==> config.mk <==
export PLATFORM = sky130hd
export DESIGN_NAME = est_interp
export DESIGN_NICKNAME = d
export VERILOG_FILES = /design/src/rtl/est_interp_pkg.sv /design/src/rtl/est_interp_lane.sv /design/src/rtl/est_interp.sv
export SDC_FILE = /design/constraint.sdc
export NUM_CORES = 1
export LEC_CHECK = 0
export CAP_MARGIN = 30
export CORE_MARGIN = 3
export CORE_UTILIZATION = 50
export DETAILED_ROUTE_END_ITERATION = 6
export PLACE_DENSITY = 0.76
export SLEW_MARGIN = 20
export SYNTH_ARGS = -nofsm -noshare
export SYNTH_HDL_FRONTEND = slang
export SYNTH_HIERARCHICAL = 1
export SYNTH_SLANG_ARGS = --single-unit
==> constraint.sdc <==
create_clock -name clk -period 4.45 [get_ports clk]
set_clock_uncertainty 0.1 [all_clocks]
set_input_delay 0.6675 -clock clk [delete_from_list [all_inputs] [get_ports clk]]
set_output_delay 0.6675 -clock clk [all_outputs]
set_load 0.005 [all_outputs]
==> src/rtl/est_interp_pkg.sv <==
// Shared definitions for the channel-estimate interpolator: FSM encoding,
// anchor/segment counts and the per-stream sample count.
package est_interp_pkg;

    typedef enum logic [1:0] {
        ST_IDLE   = 2'd0,
        ST_LOAD   = 2'd1,
        ST_STREAM = 2'd2,
        ST_DONE   = 2'd3
    } state_t;

    localparam int NUM_ANCHORS = 4;
    localparam int NUM_SEG     = 3;

    // Three interpolated segments of 2^seg_log2 points plus the closing anchor.
    function automatic int total_samples(input int seg_log2);
        return NUM_SEG * (1 << seg_log2) + 1;
    endfunction

endpackage

==> src/rtl/est_interp_lane.sv <==
// One component (real or imag) of the interpolator: anchor snapshot, accumulator
// and slope. Output rounding is selected by EST_INTERP_ROUND_EN (truncation if undefined).
module est_interp_lane
    import est_interp_pkg::*;
#(
    parameter int WIDTH_EST = 17,
    parameter int SEG_LOG2  = 2
) (
    input  logic                        clk,
    input  logic                        rst,
    input  logic                        load_i,
    input  logic                        step_i,
    input  logic                        next_seg_i,
    input  logic [1:0]                  seg_i,
    input  logic signed [WIDTH_EST-1:0] e_i [NUM_ANCHORS],
    output logic signed [WIDTH_EST-1:0] h_o
);

    localparam int AW = WIDTH_EST + SEG_LOG2 + 2;
    localparam int DW = WIDTH_EST + 1;

    logic signed [WIDTH_EST-1:0] snap_q [NUM_ANCHORS];
    logic signed [AW-1:0]        acc_q, acc_d;
    logic signed [DW-1:0]        diff_q, diff_d;
    logic signed [WIDTH_EST-1:0] anc_cur, anc_nxt;
    logic signed [AW-1:0]        acc_r;

    function automatic logic signed [AW-1:0] anchor_acc(input logic signed [WIDTH_EST-1:0] v);
        logic signed [AW-1:0] ext;
        ext = {{(AW-WIDTH_EST){v[WIDTH_EST-1]}}, v};
        return ext <<< SEG_LOG2;
    endfunction

    function automatic logic signed [DW-1:0] slope(input logic signed [WIDTH_EST-1:0] hi,
                                                   input logic signed [WIDTH_EST-1:0] lo);
        return {hi[WIDTH_EST-1], hi} - {lo[WIDTH_EST-1], lo};
    endfunction

    always_ff @(posedge clk or negedge rst) begin
        if (!rst) begin
            for (int i = 0; i < NUM_ANCHORS; i++) begin
                snap_q[i] <= '0;
            end
            acc_q  <= '0;
            diff_q <= '0;
        end else begin
            if (load_i) begin
                for (int i = 0; i < NUM_ANCHORS; i++) begin
                    snap_q[i] <= e_i[i];
                end
            end
            acc_q  <= acc_d;
            diff_q <= diff_d;
        end
    end

    // Segment 3 is the closing anchor alone, so its slope is never used.
    always_comb begin
        acc_d   = acc_q;
        diff_d  = diff_q;
        anc_cur = snap_q[seg_i];
        anc_nxt = snap_q[seg_i + 2'd1];
        if (load_i) begin
            acc_d  = anchor_acc(e_i[0]);
            diff_d = slope(e_i[1], e_i[0]);
        end else if (next_seg_i) begin
            acc_d  = anchor_acc(anc_cur);
            diff_d = (seg_i == 2'd3) ? '0 : slope(anc_nxt, anc_cur);
        end else if (step_i) begin
            acc_d = acc_q + {{(AW-DW){diff_q[DW-1]}}, diff_q};
        end
    end

`ifdef EST_INTERP_ROUND_EN
    // The offset is below one output LSB, so an exact anchor still maps to itself.
    localparam logic signed [AW-1:0] HALF = AW'(1) <<< (SEG_LOG2 - 1);
    assign acc_r = acc_q + HALF;
`else
    assign acc_r = acc_q;
`endif

    assign h_o = WIDTH_EST'(acc_r >>> SEG_LOG2);

endmodule

==> src/rtl/est_interp.sv <==
// Channel-estimate interpolator: snapshots E1..E4 on start and streams 3N+1
// interpolated coefficients over valid/ready. Optional macro: EST_INTERP_ROUND_EN.
module est_interp
    import est_interp_pkg::*;
#(
    parameter int WIDTH_EST = 17,
    parameter int SEG_LOG2  = 2,
    parameter int IDX_W     = 5
) (
    input  logic                        clk,
    input  logic                        rst,
    input  logic                        start,
    input  logic signed [WIDTH_EST-1:0] e1_re,
    input  logic signed [WIDTH_EST-1:0] e2_re,
    input  logic signed [WIDTH_EST-1:0] e3_re,
    input  logic signed [WIDTH_EST-1:0] e4_re,
    input  logic signed [WIDTH_EST-1:0] e1_im,
    input  logic signed [WIDTH_EST-1:0] e2_im,
    input  logic signed [WIDTH_EST-1:0] e3_im,
    input  logic signed [WIDTH_EST-1:0] e4_im,
    input  logic                        out_ready,
    output logic                        out_valid,
    output logic signed [WIDTH_EST-1:0] h_re,
    output logic signed [WIDTH_EST-1:0] h_im,
    output logic [IDX_W-1:0]            out_idx,
    output logic                        busy,
    output logic                        done
);

    localparam int LAST_IDX = total_samples(SEG_LOG2) - 1;

    state_t                      state_q, state_d;
    logic [IDX_W-1:0]            idx_q, idx_d;
    logic [SEG_LOG2-1:0]         j_q, j_d;
    logic [1:0]                  k_q, k_d;
    logic                        load_stb, step_stb, next_seg_stb;
    logic [1:0]                  seg_sel;
    logic signed [WIDTH_EST-1:0] est [2][NUM_ANCHORS];
    logic signed [WIDTH_EST-1:0] h_lane [2];

    assign est[0][0] = e1_re;
    assign est[0][1] = e2_re;
    assign est[0][2] = e3_re;
    assign est[0][3] = e4_re;
    assign est[1][0] = e1_im;
    assign est[1][1] = e2_im;
    assign est[1][2] = e3_im;
    assign est[1][3] = e4_im;

    always_ff @(posedge clk or negedge rst) begin
        if (!rst) begin
            state_q <= ST_IDLE;
            idx_q   <= '0;
            j_q     <= '0;
            k_q     <= '0;
        end else begin
            state_q <= state_d;
            idx_q   <= idx_d;
            j_q     <= j_d;
            k_q     <= k_d;
        end
    end

    // j counts points within the segment; k is the segment, with k=3 the closing E4 sample.
    always_comb begin
        state_d      = state_q;
        idx_d        = idx_q;
        j_d          = j_q;
        k_d          = k_q;
        load_stb     = 1'b0;
        step_stb     = 1'b0;
        next_seg_stb = 1'b0;
        unique case (state_q)
            ST_IDLE: begin
                if (start) begin
                    state_d = ST_LOAD;
                end
            end
            ST_LOAD: begin
                load_stb = 1'b1;
                idx_d    = '0;
                j_d      = '0;
                k_d      = '0;
                state_d  = ST_STREAM;
            end
            ST_STREAM: begin
                if (out_ready) begin
                    if (idx_q == IDX_W'(LAST_IDX)) begin
                        state_d = ST_DONE;
                    end else begin
                        idx_d = idx_q + 1'b1;
                        if (j_q == {SEG_LOG2{1'b1}}) begin
                            j_d          = '0;
                            k_d          = k_q + 2'd1;
                            next_seg_stb = 1'b1;
                        end else begin
                            j_d      = j_q + 1'b1;
                            step_stb = 1'b1;
                        end
                    end
                end
            end
            ST_DONE: begin
                state_d = ST_IDLE;
            end
            default: begin
                state_d = ST_IDLE;
            end
        endcase
    end

    assign seg_sel = k_q + 2'd1;

    generate
        for (genvar gi = 0; gi < 2; gi++) begin : g_lane
            est_interp_lane #(
                .WIDTH_EST (WIDTH_EST),
                .SEG_LOG2  (SEG_LOG2)
            ) u_lane (
                .clk        (clk),
                .rst        (rst),
                .load_i     (load_stb),
                .step_i     (step_stb),
                .next_seg_i (next_seg_stb),
                .seg_i      (seg_sel),
                .e_i        (est[gi]),
                .h_o        (h_lane[gi])
            );
        end
    endgenerate

    assign h_re      = h_lane[0];
    assign h_im      = h_lane[1];
    assign out_idx   = idx_q;
    assign out_valid = (state_q == ST_STREAM);
    assign busy      = (state_q == ST_LOAD) || (state_q == ST_STREAM);
    assign done      = (state_q == ST_DONE);

endmodule

==> Word level (Yosys, flattened, before mapping) <==
Index checks and enable logic that the tools add are counted.
{ "op_classes": {"n_reduce_logical": 8, "mux": 48, "n_bitwise": 2, "eq_ne": 11, "order_cmp": 2, "n_addsub": 10} }
{ "ops": {"columns": ["cell", "n"], "rows": [
  ["$bmux W17 S2", 4],
  ["$mux W17", 8],
  ["$mux W21", 6],
  ["$mux W18", 6],
  ["$sub A17 B17 Y18", 4],
  ["$add A21 B21 Y21", 2],
  ["$mux W2", 9],
  ["$mux W5", 2],
  ["$pmux W5 S2", 1],
  ["$mux W1", 9],
  ["$eq A2 B2 Y1 const B", 4],
  ["$pmux W2 S2", 2],
  ["$pmux W2 S4", 1],
  ["$add A2 B1 Y2 const B", 3],
  ["$ge A3 B3 Y1 const B", 2],
  ["$ne A2 B2 Y1 const B", 3],
  ["$not A2 Y3", 2],
  ["$reduce_and A3 Y1", 2],
  ["$add A5 B1 Y5 const B", 1],
  ["$eq A5 B4 Y1 const B", 1],
  ["$ne A2 B1 Y1 const B", 2],
  ["$reduce_and A4 Y1", 1],
  ["$reduce_bool A2 Y1", 2],
  ["$reduce_bool A3 Y1", 1],
  ["3 further kinds", 3]
]} }
{ "totals": {"regBits": 225, "in_bits": 140} }

==> Depth between registers and ports, before layout <==
Gate-level depths: netlist (run 1).
{ "logic_depth": {"word_depth": 10, "ltp_mapped": 15, "depth_no_buf": 14} }

==> Cells and area by module <==
The synthesis (run 1) kept the hierarchy.
{ "by_module_without_submodules": {"columns": ["mod", "cells_per_inst", "instances", "area_each_um2", "seq_area_each_um2"], "rows": [
  ["est_interp_lane at g_lane[0].u_lane", 759, 1, 7812.5, 2627.5],
  ["est_interp_lane at g_lane[1].u_lane", 757, 1, 7701.1, 2627.5],
  ["est_interp", 73, 1, 706.9, 275.3]
]} }

==> Worst setup path after synthesis (run 1) <==
No wires, ideal clock.
{ "synth_timing": {"path_type": "register -> register", "startpoint": "register k_q[0]", "endpoint": "register g_lane[1].u_lane.diff_q[15]", "path_stages_with_launch": 15, "path_buffers": 3, "setup_slack_ns": 0.427, "t_arrival_ns": 3.852, "setup_ns": 0.071, "required_ns": 4.279, "path_cell_list": "dfrtp_1 > inv_1 > clkbuf_1 > buf_1 > buf_2 > mux4_2 > ha_1 > nand3_1 > nor2_1 > a21o_1 > o41ai_1 > o21ai_0 > nand2_1 > or4b_2 > nand4_1"} }
{ "synth_between": {"elab_chain_len": 10, "elab_cells_between_ends": 15, "cone_classes": "3 x add/sub; 1 x eq/ne; 9 x mux; 2 x bitwise"} }
{ "synth_lines": {"columns": ["item", "line", "rtl"], "rows": [
  ["start: declaration", "est_interp.sv:35", "logic [1:0] k_q, k_d;"],
  ["start signal: assignment", "est_interp.sv:60", "k_q <= k_d;"],
  ["$add A2 B1 Y2 (*)", "est_interp.sv:112", "assign seg_sel = k_q + 2'd1;"],
  ["via seg_sel[0]", "est_interp.sv:37", "logic [1:0] seg_sel;"],
  ["$add A2 B1 Y2", "est_interp_lane.sv:62", "anc_nxt = snap_q[seg_i + 2'd1];"],
  ["$not A2 Y3 (implied by the code)", "est_interp_lane.sv:62", null],
  ["$bmux W17 S2", "est_interp_lane.sv:62", null],
  ["$mux W17 (implied by the code) (2 in a row)", "est_interp_lane.sv:62", null],
  ["$sub A17 B17 Y18", "est_interp_lane.sv:36", "return {hi[WIDTH_EST-1], hi} - {lo[WIDTH_EST-1], lo};"],
  ["$mux W18 (*)", "est_interp_lane.sv:68", "diff_d = (seg_i == 2'd3) ? '0 : slope(anc_nxt, anc_cur);"],
  ["$mux W18 (*)", "est_interp_lane.sv:66", "end else if (next_seg_i) begin"],
  ["$mux W18 (*)", "est_interp_lane.sv:63", "if (load_i) begin"],
  ["end signal: assignment", "est_interp_lane.sv:53", "diff_q <= diff_d;"],
  ["end: declaration", "est_interp_lane.sv:24", "logic signed [DW-1:0] diff_q, diff_d;"]
]} }
The timed path passes the listed nets; every way through them passes the cells marked *. The select of a mux whose other input is x is not followed.
A chain may end at the register's enable or synchronous reset.

==> Final worst setup path (run 1) <==
Ends and elaborated chain as after synthesis.

==> summary.txt, run 1 <==
Synthesis
  – Synthesized Nets: 1,848
  – Post-synth EDFFs: 0
  – Synth warn: 6
  – Seq/Total Area, Yosys: 34.1%
  – Adder-cell area share of the yosys netlist: under 10%
  – Most frequent cell after synthesis: dfrtp_1
  – Yosys reg bits: 221
  – Top cells by area, synth: dfrtp_1, mux4_2, mux2_2, ha_1, o21ai_0
  – Mean area per synthesized cell: 10.2 sq um
  – Post-synth ARST share: between 90% and 100%
  – Most common library cells after synthesis: dfrtp_1, mux2_2, ha_1, inv_1, nand2_1
  – XOR/XNOR share of the synthesized area: ~3.8%
  – Post-synth top area share: between 30% and 40%
  – Synthesized instance count: 1,589
  – Simple-Gate Fraction of Synth Area: 9.97%
  – Mux contribution to synthesized area: about a fifth
  – Post-Syn Area: 16,200 sq um
  – Netlist cell types: 93
  – Area leader, netlist: dfrtp_1
  – Compound-Gate Fraction of Synth Area: between 10% and 20%
  – Largest family of logic cells by synthesized area: multiplexers
  – Dominant synthesized flop cell: dfrtp_1

Pwr
  – Tot Pwr: roughly 18 mW
  – Leak: 8.13 nW
  – PwrDens: approximately 960 nW/um^2
  – Worst VDD drop: 0.479 mV

GRT
  – Initial antenna violation count: 0
  – Gr usage total: 25.3%
  – Overflow after GRT: 0
  – Pin count of the biggest net entering global routing: 128
  – First-pass GRT wire length: approximately 70,000 um
  – Vias in the first global route: 13,400

Clocking
  – Clock Latency Late Sink: roughly 0.54 ns
  – CTS Hold Bufs: 0
  – CTS tree: done
  – Postcts setup bufs: 0
  – Clock Tree Buf Depth: 3
  – Worst-path clk slew: 0.06 ns
  – Clock Sinks: 221
  – Root Buffer: clkbuf_16
  – Resized Gates After CTS: 0
  – H-tree levels: 1
  – CTS buffer count: 26

Placed design
  – Port buffer count: 181
  – RD Place Congestion: 0.970
  – DP Worst Slack: between 0.3 and 0.4 ns
  – HPWL after DPL: 33,500 um

Die
  – Chip height: 186 um
  – I/O pins: 182
  – Die Area: 34,600 sq um
  – Starting Density: between 50% and 60%
  – Die X-Extent: roughly 190 um
  – Cell row count: 65
  – Core Area: between 30,000 and 40,000 sq um

STA
  – Slew Limit Headroom: 32.1%
  – Final Max Tran Viols: 0
  – Endpoints failing setup: 0
  – Actual slew at the worst max-slew pin: 1.02 ns
  – Period utilisation layout: 93.2%
  – Fin crit period: 4.15 ns
  – Final worst slack: 0.301 ns
  – Hold Vio Cnt, Final: 0
  – Max frequency: 241 MHz
  – Setup_tns: 0 ns
  – RSZ-0062 raised after global routing: no

Cells and area
  – Sequential cell area: 5530 sq um
  – Core Util, Final: 60.2%
  – ANT cells: 0
  – Layout cells sized above 1: 18.1%
  – Fillers: 2,626
  – Layout area overhead: 18.0%
  – Multi-input gate area: 9760 sq um
  – Final net count: 1,983

Worst setup path
  – Worst Path Required: 4.82 ns
  – Setup crit end: g_lane[1].u_lane/diff_q[15]
  – CP startpoint: k_q[0]
  – Reg-to-reg endpoint: g_lane[1].u_lane/diff_q[15]
  – CP endpoint kind: register
  – Crit path max fanout: 10
  – Critical Path AT: around 4.5 ns
  – Worst R2R Path Depth: 13
  – Element type at the critical path start: register
  – Crit Path Class: register to register
  – FF-to-FF setup slack: 0.30 ns
  – Worst flop-to-flop path startpoint: k_q[0]

Min path
  – Hold crit path type: input port to asynchronous set/reset pin

Drt
  – First drt pass iteration count: 5
  – Final antenna-violating net count: 0
  – Post-Route WL: 43,800 um
  – Vias: 13,300
  – Avg WL per Cell: 20.1 um
  – Residual DRC: 0
  – 1st-iter DRT viols: 996
  – Avg Vias per Cell: 6.11

Outcome
  – Status: finished, final reports clean

Job
  – MaxCap Viol Count: 0
how the worst min path moves through the flow:
stage          cells past startpoint  slack (ns)                           to
2_1_floorplan                      0        0.27    g_lane[0].u_lane/acc_q[0]
3_3_place_gp                       1        0.38                       j_q[0]
3_5_place_dp                       1        0.39                       j_q[0]
4_1_cts                            1        0.20  g_lane[0].u_lane/snap_q[31]
5_1_grt                            1        0.25  g_lane[0].u_lane/snap_q[31]
6_report                           1        0.13  g_lane[0].u_lane/snap_q[31]
critical path, cell delays in order (launching register included):
cell	delay [ns]
dfrtp_1	0.48
xor2_4	0.23
ha_1	0.59
mux4_2	0.39
ha_1	0.29
nor2b_1	0.20
o31a_1	0.19
a21o_1	0.18
o41ai_1	0.09
buf_4	0.15
o21ai_0	0.31
nand2_1	0.15
or4b_2	0.62
nand4_1	0.11
area by class of cell:
class / count / area share, %
sequential: 221 / 28.9
timing repair buffer: 209 / 10.7
tap: 435 / 2.84
clock inverter: 10 / 0.392
inverter: 115 / 2.26
clock buffer: 35 / 3.90
multi-input combinational: 1151 / 51.0
power breakdown:
part | switching (mW) | internal (mW) | total, mW
logic | 6.41 | 5.86 | 12.3
clock network | 0.846 | 1.22 | 2.07
registers | 0.929 | 3.05 | 3.98
total | 8.18 | 10.1 | 18.3
routing by layer:
layer  track usage (%)  vias up  wire, um
li1                  -     6133         -
met1              34.7     6548     18600
met2              43.4      534     21200
met3              2.93       84      2850
met4              6.17        0      1060
met5                 0        -         0
cell families after synthesis:
group	count (synthesis)
AOI/OAI and AO/OA	422
xor gates and xnor gates	71
DFF	221
muxes	206
buffers and inverters	217
and+or+nand+nor	333
adders and majority gates	119
registers in the layout, summed over array words and instances (netlist names):
register              flops
g_lane.u_lane/diff_q     36
out_idx                   5
k_q                       2
g_lane.u_lane/acc_q      38
j_q                       2
state_q                   2
g_lane.u_lane/snap_q    136
per-stage QoR:
| step | instances | cell area [sq um] | hold WS [ns] |
|---|---|---|---|
| finish | 2176 | 19100 | 0.134 |
| global route | 2176 | 19100 | 0.245 |
| CTS | 2175 | 19100 | 0.204 |
| detailed placement | 2130 | 18300 | 0.391 |
| global placement | 2130 | 18300 | 0.381 |
| floorplan | 1589 | 16200 | 0.272 |
placed cells by master, fill, tap and decap left out, drive strengths merged, types with 36 or more instances in the layout:
cell type / n
inv: 112
clkdlybuf4s50: 180
dfrtp: 221
xnor2: 36
mux4: 67
nor2: 86
ha: 113
mux2: 126
o21ai: 101
a21oi: 95
nand2: 102
No activity file was read; power rests on OpenSTA's default activity.
==> inputs of run 2 (changes only) <==
--- a/config.mk
+++ b/config.mk
@@ -5,10 +5,10 @@
 export SDC_FILE = /design/constraint.sdc
 export NUM_CORES = 1
 export LEC_CHECK = 0
-export CAP_MARGIN = 30
 export CORE_MARGIN = 3
 export CORE_UTILIZATION = 50
 export DETAILED_ROUTE_END_ITERATION = 6
+export HOLD_SLACK_MARGIN = 0.05
 export PLACE_DENSITY = 0.76
 export SLEW_MARGIN = 20
 export SYNTH_ARGS = -nofsm -noshare
==> summary.txt, run 2 (synthesis gave the netlist of run 1 again) <==
STA
  – Endpoints failing setup: 0
  – Period utilisation layout: approximately 93%
  – Actual slew at the worst max-slew pin: 1.02 ns
  – Min Hold Slack: 0.143 ns
  – Setup_tns: 0 ns
  – Final Max Tran Viols: 0
  – Hold Vio Cnt, Final: 0
  – Max frequency: 242 MHz
  – Fin crit period: 4.14 ns
  – Slew Limit Headroom: 31.7%
  – RSZ-0062 raised after global routing: no
  – Final worst slack: 0.314 ns

Worst setup path
  – Worst R2R Path Depth: 13
  – Worst Path Required: 4.82 ns
  – Reg-to-reg endpoint: g_lane[1].u_lane/diff_q[15]
  – Worst flop-to-flop path startpoint: k_q[0]
  – CP endpoint kind: register
  – FF-to-FF setup slack: approximately 0.31 ns
  – Element type at the critical path start: register
  – Critical Path AT: 4.51 ns
  – Crit path max fanout: 10
  – Crit Path Class: register to register

Outcome
  – Status: finished, final reports clean

GRT
  – Gr usage total: 25.3%
  – GRT met2 Usage: 43.4%
  – Overflow after GRT: 0
  – GR Util met1: 34.7%
  – Initial antenna violation count: 0
  – Most Crowded Layer GR: met2
  – Met3 track demand over resource: 2.93%
  – First-pass GRT wire length: 70,400 um
  – Vias in the first global route: around 13,000
  – Pin count of the biggest net entering global routing: around 130

Cells and area
  – Largest registers: g_lane.u_lane/snap_q (136), g_lane.u_lane/acc_q (38), g_lane.u_lane/diff_q (36)
  – Layout area overhead: 17.9%
  – Most frequent cells in the layout: dfrtp_1, clkdlybuf4s50_1, mux2_2
  – Non-filler cells, final: 2,175
  – Final Cell Area: 19,100 sq um
  – Most flop-heavy register: g_lane.u_lane/snap_q
  – Final net count: 1,982
  – Commonest non-fill, non-tap cell in the layout: dfrtp_1
  – Max reg flops: 136
  – Layout cells sized above 1: 18.0%
  – ANT cells: 0
  – Core Util, Final: 60.2%

Placed design
  – RD Place Congestion: 0.970
  – HPWL after DPL: approximately 33,000 um
  – Port buffer count: 181
  – DP Worst Slack: 0.318 ns
  – Inst Count DP: between 2,000 and 2,500
  – DP Area: 18,300 sq um

Die
  – Die X-Extent: 186 um
  – Chip height: around 190 um
  – Die Area: 34,600 sq um
  – Starting Density: 51.0%
  – Core Area: about 32,000 sq um
  – Cell row count: between 60 and 70
  – I/O pins: 182

Pwr
  – Worst VDD drop: 0.482 mV
  – Clk pwr share: 11.3%
  – Sw frac: roughly 45%
  – Comb power frac: 67.0%
  – Tot Pwr: 18.3 mW
  – Leak: 8.13 nW
  – Internal Power: roughly 10 mW
  – Sequential power share: 21.8%
  – PwrDens: approximately 960 nW/um^2
  – Net Sw Power: 8.17 mW

Drt
  – Final antenna-violating net count: 0
  – Avg WL per Cell: 20.1 um
  – Vias: 13,300
  – Avg Vias per Cell: 6.12
  – First drt pass iteration count: 5
  – 1st-iter DRT viols: 967
  – Post-Route WL: 43,800 um
  – Residual DRC: 0

Clocking
  – H-tree levels: 1
  – CTS tree: done
  – Clock Sinks: roughly 220
  – Root Buffer: clkbuf_16
  – CTS buffer count: 26
  – Postcts setup bufs: 0
  – Worst-path clk slew: 0.06 ns
  – CTS Hold Bufs: 0
  – Resized Gates After CTS: 0
  – Clock Tree Buf Depth: 3
  – Clock Latency Late Sink: 0.54 ns

Min path
  – Hold crit path type: input port to asynchronous set/reset pin

Job
  – MaxCap Viol Count: 0
[run 2: cell count changes in the layout (fill, tap and decap cells not counted), sizes merged]
cell,before,now
buf,29,28
[run 2: power by group through the flow]
stage	Combinational (mW)	Sequential, mW	Clock, mW
floorplan	9.64	3.57	0
global placement	11.8	3.90	0
detailed placement	12.1	3.99	0
CTS	12.2	3.95	2.11
global route	13.6	4.10	2.20
finish	12.3	3.98	2.06
[run 2: area by class of cell]
type,count,area (sq um)
Fill cell,2625,12700
Multi-Input combinational cell,1151,9760
Sequential cell,221,5530
Timing Repair Buffer,208,2040
Clock buffer,35,746
Tap cell,435,544
Inverter,115,433
Clock inverter,10,75.1
[run 2: worst max-delay path by stage]
stage | slack, ns | endpoint | start | depth (start not counted)
floorplan | 0.43 | g_lane[1].u_lane/diff_q[15] | k_q[0] | 14
global placement | 0.47 | g_lane[1].u_lane/diff_q[15] | k_q[0] | 13
detailed placement | 0.32 | g_lane[1].u_lane/diff_q[15] | k_q[0] | 13
CTS | 0.32 | g_lane[1].u_lane/diff_q[15] | k_q[0] | 13
global route | 0.05 | g_lane[0].u_lane/diff_q[13] | k_q[0] | 13
finish | 0.31 | g_lane[1].u_lane/diff_q[15] | k_q[0] | 13
[run 2: critical path, stage by stage (launching register included)]
cell     delay (ns)
dfrtp_1        0.48
xor2_4         0.23
ha_1           0.58
mux4_2         0.39
ha_1           0.29
nor2b_1        0.20
o31a_1         0.20
a21o_1         0.19
o41ai_1        0.09
buf_4          0.15
o21ai_0        0.31
nand2_1        0.15
or4b_2         0.62
nand4_1        0.11
[run 2: routing by layer]
| metal | share of wire, % | up-vias |
|---|---|---|
| li1 | - | 6143 |
| met1 | 42 | 6514 |
| met2 | 48 | 566 |
| met3 | 6.8 | 91 |
| met4 | 2.6 | 0 |
| met5 | 0 | - |
